<file path="config.mk">
export PLATFORM = sky130hd
export DESIGN_NAME = otter_mc_control_unit
export DESIGN_NICKNAME = d
export VERILOG_FILES = /design/src/rtl/otter_cu_pkg.sv /design/src/rtl/otter_cu_decode.sv /design/src/rtl/otter_mc_control_unit.sv
export SDC_FILE = /design/constraint.sdc
export NUM_CORES = 1
export LEC_CHECK = 0
export ABC_AREA = 1
export ABC_CLOCK_PERIOD_IN_PS = 2300
export CELL_PAD_IN_SITES_DETAIL_PLACEMENT = 0
export CELL_PAD_IN_SITES_GLOBAL_PLACEMENT = 1
export CORE_ASPECT_RATIO = 0.7
export CORE_MARGIN = 10
export CORE_UTILIZATION = 36
export CTS_CLUSTER_DIAMETER = 50
export DETAILED_ROUTE_END_ITERATION = 6
export PLACE_DENSITY_LB_ADDON = 0.1
export SLEW_MARGIN = 10
export SYNTH_ARGS = -nofsm -noshare
export SYNTH_HDL_FRONTEND = slang
export SYNTH_SLANG_ARGS = --single-unit
</file>
<file path="constraint.sdc">
create_clock -name CU_CLK -period 2.3 [get_ports CU_CLK]
set_input_delay 0.46 -clock CU_CLK [delete_from_list [all_inputs] [get_ports CU_CLK]]
set_output_delay 0.46 -clock CU_CLK [all_outputs]
set_load 0.1 [all_outputs]
</file>
<file path="src/rtl/otter_cu_pkg.sv">
// Shared encodings for the OTTER multicycle control unit: opcodes, system funct3,
// FSM states and mcause values.
package otter_cu_pkg;

   typedef enum logic [6:0] {
      OPC_LUI    = 7'b0110111,
      OPC_AUIPC  = 7'b0010111,
      OPC_JAL    = 7'b1101111,
      OPC_JALR   = 7'b1100111,
      OPC_BRANCH = 7'b1100011,
      OPC_LOAD   = 7'b0000011,
      OPC_STORE  = 7'b0100011,
      OPC_OP_IMM = 7'b0010011,
      OPC_OP     = 7'b0110011,
      OPC_SYSTEM = 7'b1110011
   } opcode_t;

   typedef enum logic [2:0] {
      F3_PRIV   = 3'b000,
      F3_CSRRW  = 3'b001,
      F3_CSRRS  = 3'b010,
      F3_CSRRC  = 3'b011,
      F3_CSRRWI = 3'b101,
      F3_CSRRSI = 3'b110,
      F3_CSRRCI = 3'b111
   } funct3_system_t;

   typedef enum logic [2:0] {
      ST_FETCH = 3'd0,
      ST_EXEC  = 3'd1,
      ST_MEM   = 3'd2,
      ST_WB    = 3'd3,
      ST_INTER = 3'd4,
      ST_TRAP  = 3'd5
   } state_t;

   localparam logic [3:0] CAUSE_IFETCH_FAULT = 4'd1;
   localparam logic [3:0] CAUSE_ILLEGAL      = 4'd2;
   localparam logic [3:0] CAUSE_BREAK        = 4'd3;
   localparam logic [3:0] CAUSE_LOAD_FAULT   = 4'd5;
   localparam logic [3:0] CAUSE_STORE_FAULT  = 4'd7;
   localparam logic [3:0] CAUSE_ECALL_M      = 4'd11;

   localparam logic [11:0] FUNC12_ECALL  = 12'h000;
   localparam logic [11:0] FUNC12_EBREAK = 12'h001;
   localparam logic [11:0] FUNC12_MRET   = 12'h302;

endpackage

</file>
<file path="src/rtl/otter_cu_decode.sv">
// Combinational instruction classifier: memory/branch/MRET/CSRRW flags plus
// synchronous-exception detection with its mcause code.
module otter_cu_decode
   import otter_cu_pkg::*;
(
   input  logic [6:0]  opcode,
   input  logic [2:0]  func3,
   input  logic [11:0] func12,
   output logic        is_load,
   output logic        is_store,
   output logic        is_branch,
   output logic        is_mret,
   output logic        is_csrrw,
   output logic        exc_valid,
   output logic [3:0]  exc_cause
);

   logic legal;
   logic is_priv;

   assign is_load   = (opcode == OPC_LOAD);
   assign is_store  = (opcode == OPC_STORE);
   assign is_branch = (opcode == OPC_BRANCH);
   assign is_priv   = (opcode == OPC_SYSTEM) && (func3 == F3_PRIV);
   assign is_mret   = is_priv && (func12 == FUNC12_MRET);
   assign is_csrrw  = (opcode == OPC_SYSTEM) && (func3 == F3_CSRRW);

   always_comb begin
      case (opcode)
         OPC_LUI, OPC_AUIPC, OPC_JAL, OPC_JALR, OPC_BRANCH,
         OPC_LOAD, OPC_STORE, OPC_OP_IMM, OPC_OP, OPC_SYSTEM: legal = 1'b1;
         default:                                               legal = 1'b0;
      endcase
   end

   // Illegal opcode outranks the privileged-instruction checks.
   always_comb begin
      exc_valid = 1'b0;
      exc_cause = 4'd0;
      if (!legal) begin
         exc_valid = 1'b1;
         exc_cause = CAUSE_ILLEGAL;
      end else if (is_priv) begin
         if (func12 == FUNC12_ECALL) begin
            exc_valid = 1'b1;
            exc_cause = CAUSE_ECALL_M;
         end else if (func12 == FUNC12_EBREAK) begin
            exc_valid = 1'b1;
            exc_cause = CAUSE_BREAK;
         end else if (func12 != FUNC12_MRET) begin
            exc_valid = 1'b1;
            exc_cause = CAUSE_ILLEGAL;
         end
      end
   end

endmodule

</file>
<file path="src/rtl/otter_mc_control_unit.sv">
// Multicycle OTTER control FSM with cache handshakes, interrupt-pending latch,
// synchronous traps, access timeout and a saturating stall-cycle counter.
module otter_mc_control_unit
   import otter_cu_pkg::*;
#(
   parameter int TIMEOUT_CYCLES = 64,
   parameter int CNT_W          = 32,
   parameter int INT_EN         = 1
) (
   input  logic             CU_CLK,
   input  logic             CU_RESET_N,
   input  logic             CU_INT,
   input  logic [6:0]       CU_OPCODE,
   input  logic [2:0]       CU_FUNC3,
   input  logic [11:0]      CU_FUNC12,
   input  logic             MEM_VALID1,
   input  logic             MEM_VALID2,
   output logic             CU_PCWRITE,
   output logic             CU_REGWRITE,
   output logic             CU_MEMREAD1,
   output logic             CU_MEMREAD2,
   output logic             CU_MEMWRITE,
   output logic             CU_csrWrite,
   output logic             CU_intTaken,
   output logic             CU_intCLR,
   output logic             CU_trapTaken,
   output logic [3:0]       CU_trapCause,
   output logic [CNT_W-1:0] CU_stallCount,
   output logic [2:0]       CU_state
);

   localparam int WAIT_W  = (TIMEOUT_CYCLES > 0) ? $clog2(TIMEOUT_CYCLES + 1) : 1;
   localparam int TO_LAST = (TIMEOUT_CYCLES > 0) ? TIMEOUT_CYCLES - 1 : 0;
   localparam logic [WAIT_W-1:0] WAIT_LAST = WAIT_W'(TO_LAST);

   state_t            state, state_nx;
   logic              pending;
   logic [3:0]        cause_q, cause_nx;
   logic [WAIT_W-1:0] wait_q;
   logic [CNT_W-1:0]  stall_q;

   logic is_load, is_store, is_branch, is_mret, is_csrrw, exc_valid;
   logic [3:0] exc_cause;
   logic timeout, stall_cyc;
   state_t ret_nx;

   otter_cu_decode u_decode (
      .opcode    (CU_OPCODE),
      .func3     (CU_FUNC3),
      .func12    (CU_FUNC12),
      .is_load   (is_load),
      .is_store  (is_store),
      .is_branch (is_branch),
      .is_mret   (is_mret),
      .is_csrrw  (is_csrrw),
      .exc_valid (exc_valid),
      .exc_cause (exc_cause)
   );

   assign timeout   = (TIMEOUT_CYCLES != 0) && (wait_q == WAIT_LAST);
   assign stall_cyc = ((state == ST_FETCH) && !MEM_VALID1) ||
                      ((state == ST_MEM)   && !MEM_VALID2);
   assign ret_nx    = pending ? ST_INTER : ST_FETCH;

   always_comb begin
      state_nx     = state;
      cause_nx     = cause_q;
      CU_PCWRITE   = 1'b0;
      CU_REGWRITE  = 1'b0;
      CU_MEMREAD1  = 1'b0;
      CU_MEMREAD2  = 1'b0;
      CU_MEMWRITE  = 1'b0;
      CU_csrWrite  = 1'b0;
      CU_intTaken  = 1'b0;
      CU_intCLR    = 1'b0;
      CU_trapTaken = 1'b0;
      CU_trapCause = 4'd0;
      case (state)
         ST_FETCH: begin
            CU_MEMREAD1 = 1'b1;
            if (MEM_VALID1) begin
               state_nx = ST_EXEC;
            end else if (timeout) begin
               state_nx = ST_TRAP;
               cause_nx = CAUSE_IFETCH_FAULT;
            end
         end
         ST_EXEC: begin
            // Exceptions win over a pending interrupt and suppress all writes.
            if (exc_valid) begin
               state_nx = ST_TRAP;
               cause_nx = exc_cause;
            end else if (is_load || is_store) begin
               state_nx = ST_MEM;
            end else begin
               CU_PCWRITE  = 1'b1;
               CU_REGWRITE = !(is_branch || is_mret);
               CU_csrWrite = is_csrrw;
               CU_intCLR   = 1'b1;
               state_nx    = ret_nx;
            end
         end
         ST_MEM: begin
            CU_MEMREAD2 = is_load;
            CU_MEMWRITE = is_store;
            if (MEM_VALID2) begin
               if (is_load) begin
                  state_nx = ST_WB;
               end else begin
                  CU_PCWRITE = 1'b1;
                  CU_intCLR  = 1'b1;
                  state_nx   = ret_nx;
               end
            end else if (timeout) begin
               state_nx = ST_TRAP;
               cause_nx = is_load ? CAUSE_LOAD_FAULT : CAUSE_STORE_FAULT;
            end
         end
         ST_WB: begin
            CU_REGWRITE = 1'b1;
            CU_PCWRITE  = 1'b1;
            CU_intCLR   = 1'b1;
            state_nx    = ret_nx;
         end
         ST_INTER: begin
            CU_intTaken = 1'b1;
            CU_PCWRITE  = 1'b1;
            CU_intCLR   = 1'b1;
            state_nx    = ST_FETCH;
         end
         ST_TRAP: begin
            CU_trapTaken = 1'b1;
            CU_PCWRITE   = 1'b1;
            CU_trapCause = cause_q;
            state_nx     = ST_FETCH;
         end
         default: state_nx = ST_FETCH;
      endcase
   end

   always_ff @(posedge CU_CLK or negedge CU_RESET_N) begin
      if (!CU_RESET_N) begin
         state   <= ST_FETCH;
         cause_q <= 4'd0;
      end else begin
         state   <= state_nx;
         cause_q <= cause_nx;
      end
   end

   // A still-asserted request re-arms the latch in the same cycle INTER clears it.
   always_ff @(posedge CU_CLK or negedge CU_RESET_N) begin
      if (!CU_RESET_N)                pending <= 1'b0;
      else if ((INT_EN != 0) && CU_INT) pending <= 1'b1;
      else if (state == ST_INTER)     pending <= 1'b0;
   end

   always_ff @(posedge CU_CLK or negedge CU_RESET_N) begin
      if (!CU_RESET_N)             wait_q <= '0;
      else if (state_nx != state)  wait_q <= '0;
      else if (stall_cyc)          wait_q <= wait_q + 1'b1;
   end

   always_ff @(posedge CU_CLK or negedge CU_RESET_N) begin
      if (!CU_RESET_N)                       stall_q <= '0;
      else if (stall_cyc && (stall_q != '1)) stall_q <= stall_q + 1'b1;
   end

   assign CU_stallCount = stall_q;
   assign CU_state      = state;

endmodule

</file>
==> impl_metrics.yaml, run 1 <==
timing:
  fmax_ghz: 0.448
  worst_pin_slew_ps: 617
  final.period_utilization_pct: 97.0
  hold_viol_final: 0
  timing.clock.skew_ps: 9.33
  fin_hold_ws_ps: 166
  report.final.slew_viol_count: 0
  timing.max_slew.rel_slack_pct: 58.8
  final.min_clock_period_ps: 2230
  setup-violations-final: 0
global_routing:
  grt_max_degree: 27
  global_route.usage.total_pct: 15.7
  grt_pass1_wl_um: 16900
  first_global_vias: 3180
  total_grt_overflow: 0
  grt_antenna_before_repair: 0
routing:
  detail_route.iter0.violations: 247
  detail_route.drc_violations: 0
  wl_per_cell_um: 14.7
  route.antenna.remaining_nets: 0
  dr_total_vias: 3389
  count_of_tritonroute_iterations_in_the_first_routing_pass: 5
  vias_per_cell: 4.80
  routed_wirelength_um: 10400
clock_network:
  cts_max_path_buffers: 2
  cts.sink_count: 47
  cts_hold_buffers: 0
  clkTransAtPathRegs_ps: 70
  h_tree_levels: 2
  clock_latency_ps: 300
  ctsRootBufferMaster: "sky130_fd_sc_hd__clkbuf_16"
  tritoncts: "done"
  tritoncts.num_buffers: 5
setup_path:
  worstSetupStartpointType: "register"
  r2r-start: "CU_stallCount[0]"
  worstSetupEndpoint: "CU_csrWrite"
  highest_net_fanout_along_the_worst_path: 5
  data_required_time_of_the_worst_path_ps: 1840
  max_stage_delay_ps: 450
  cp_data_arrival_time_ps: 1770
  regToRegSetupSlack_ps: 340
  critical_path.startpoint: "CU_state[0]"
  crit_top_cell: "sky130_fd_sc_hd__inv_4"
  setup.worst_path.end_class: "primary output"
  worst-r2r-cell-count: 7
  dominant_delay_contributor_by_cell_family_on_the_critical_path: "simple AND/OR/NAND/NOR gates"
  worst-setup-path-type: "reg2out"
  worstSetupPathDepth: 7
  timing.critical_path.buf_inv: 3
  r2r_path_end: "CU_stallCount[18]"
  crit_slowest_cell: "sky130_fd_sc_hd__dfrtp_4"
  cell_by_cell_trace_of_the_critical_path: "inv_4, nor2_4, nand2_4, inv_4, nand3_4, nor4_4, buf_12"
final_layout:
  fin_nets: 614
  drive_gt1_share_pct: 36.0
  utilization_pct: 56.2
  syn_to_layout_area_delta_pct: 50.1
  mostFrequentLayoutCell: "sky130_fd_sc_hd__nand2_1"
  total_inserted_antenna_cells: 0
  most-common-layout-cells: "sky130_fd_sc_hd__nand2_1, sky130_fd_sc_hd__buf_4, sky130_fd_sc_hd__dfrtp_1, sky130_fd_sc_hd__nor2_1, sky130_fd_sc_hd__inv_1"
synth:
  ys_seq_elements: 47
  synth-seq-area-share_pct: 36.6
  synth-warning-count: 0
  mappedNetlistArea_mm2: 0.00321
  syn-instance-count: 455
  yosysUniqueCellTypes: 38
  synth_nets: 484
  post_synth.cell_area_avg_um2: 7.06
floorplan:
  die_area_mm2: 0.0132
  initial_utilization_pct: 37.4
  fp.dieW_um: 133
  top_level_ports: 75
  core-area_mm2: 0.00858
  die_h_um: 99.0
  floorplan.rows: 28
place:
  globalplace.congestion: 0.933
  port_buffers: 74
  place_hpwl_um: 8250
power:
  static-leakage-power_uw: 0.00230
  seqPwrFrac_pct: 24.0
  power_switching_share_pct: 51.9
  power_uw: 4690
  p_clk_share_pct: 18.5
  int_power_uw: 2250
  power_density_of_the_placed_cells_mw_per_mm2: 972
  combPwrFrac_pct: 57.5
  irDropWorstVdd_v: 0.000633
  total_switching_power_uw: 2430
worst_hold_path:
  hold_path_class: "in2async"
run_status:
  run_status: "finished, final reports clean"
run:
  max-cap-violations: 0
## area by class of cell
class,count,area (um^2)
sequential,47,1190
clock buffer,5,125
multi-input combinational,343,1930
tap,120,150
inverter,60,256
timing repair buffer,128,1130
clock inverter,3,46.3
fill,832,3760
## logic make-up (layout without fill, tap and decap cells)
group	after synthesis	in the layout	synth area share [%]
AOI/OAI and AO/OA	36	36	7.48
xor gates and xnor gates	27	27	7.37
adders and majority gates	2	2	0.779
buffers and inverters	65	196	8.73
DFF	47	47	36.6
and+or+nand+nor	278	278	39.0
## worst min path at each step
stage / start / depth (start not counted) / endpoint / slack (ps)
global placement: cause_q[2] / 2 / cause_q[2] / 470
floorplan: CU_RESET_N / 0 / CU_stallCount[0] / 160
CTS: CU_RESET_N / 1 / CU_state[0] / 190
detailed placement: cause_q[1] / 2 / cause_q[1] / 480
finish: CU_RESET_N / 1 / CU_state[0] / 170
global route: CU_RESET_N / 1 / CU_state[0] / 210
## power groups by stage
stage | Sequential, uW | Combinational (uW) | Clock [uW]
6_report | 1120 | 2690 | 867
5_1_grt | 1150 | 2850 | 921
4_1_cts | 1140 | 2610 | 878
3_5_place_dp | 1160 | 2600 | 0
3_3_place_gp | 1150 | 2590 | 0
2_1_floorplan | 1800 | 1200 | 0
## routing by layer
layer	wire, um	share of wire, %	track usage, %
met1	5340	52	23.0
met2	4020	39	21.5
met3	903	8.7	4.82
met4	98	0.95	4.30
met5	0	0	0
## cell usage after synthesis (all sizes together)
| cell | count | area, um^2 |
|---|---|---|
| a21boi | 1 | 7.51 |
| a21oi | 2 | 10.0 |
| a22oi | 1 | 7.51 |
| and2 | 1 | 6.26 |
| buf | 5 | 52.6 |
| dfrtp | 47 | 1180 |
| ha | 2 | 25.0 |
| inv | 60 | 228 |
| nand2 | 157 | 607 |
| nand3 | 21 | 110 |
| nand3b | 5 | 45.0 |
| nand4 | 9 | 62.6 |
| nor2 | 55 | 226 |
| nor3 | 26 | 163 |
| nor3b | 1 | 7.51 |
| nor4 | 3 | 25.0 |
| o2111ai | 1 | 8.76 |
| o21ai | 26 | 171 |
| o21bai | 1 | 7.51 |
| o221ai | 1 | 8.76 |
| o22ai | 3 | 18.8 |
| xnor2 | 12 | 105 |
| xor2 | 15 | 131 |
## timing repair
action	in CTS	in global routing
setup endpoints to repair	6	5
pin swaps	17	20
gates resized for setup	27	62
hold endpoints to repair	0	0
setup buffers	15	10
## stage by stage
step	TNS (ps)	instances	instance area, um^2	setup WS, ps
after CTS	0	696	4760	6.32
after detailed placement	-1980	673	4490	-421
after global placement	-1910	673	4490	-385
after floorplan	-3060	455	3370	-481
after global routing	-6.44	706	4820	-6.44
final	0	706	4820	69.3
## state kept, by name (all words and copies together), names as in the netlist
register       cells
CU_state           3
wait_q             7
CU_stallCount     32
pending            1
cause_q            4
Note: power is estimated with default switching activity, not from simulation.
==> run 2: changes to the inputs <==
- CAP_MARGIN: unset -> 15
- CTS_CLUSTER_SIZE: unset -> 28
==> results of run 2 <==
Same layout as run 1: the final DEF is identical, and so are final timing and power.
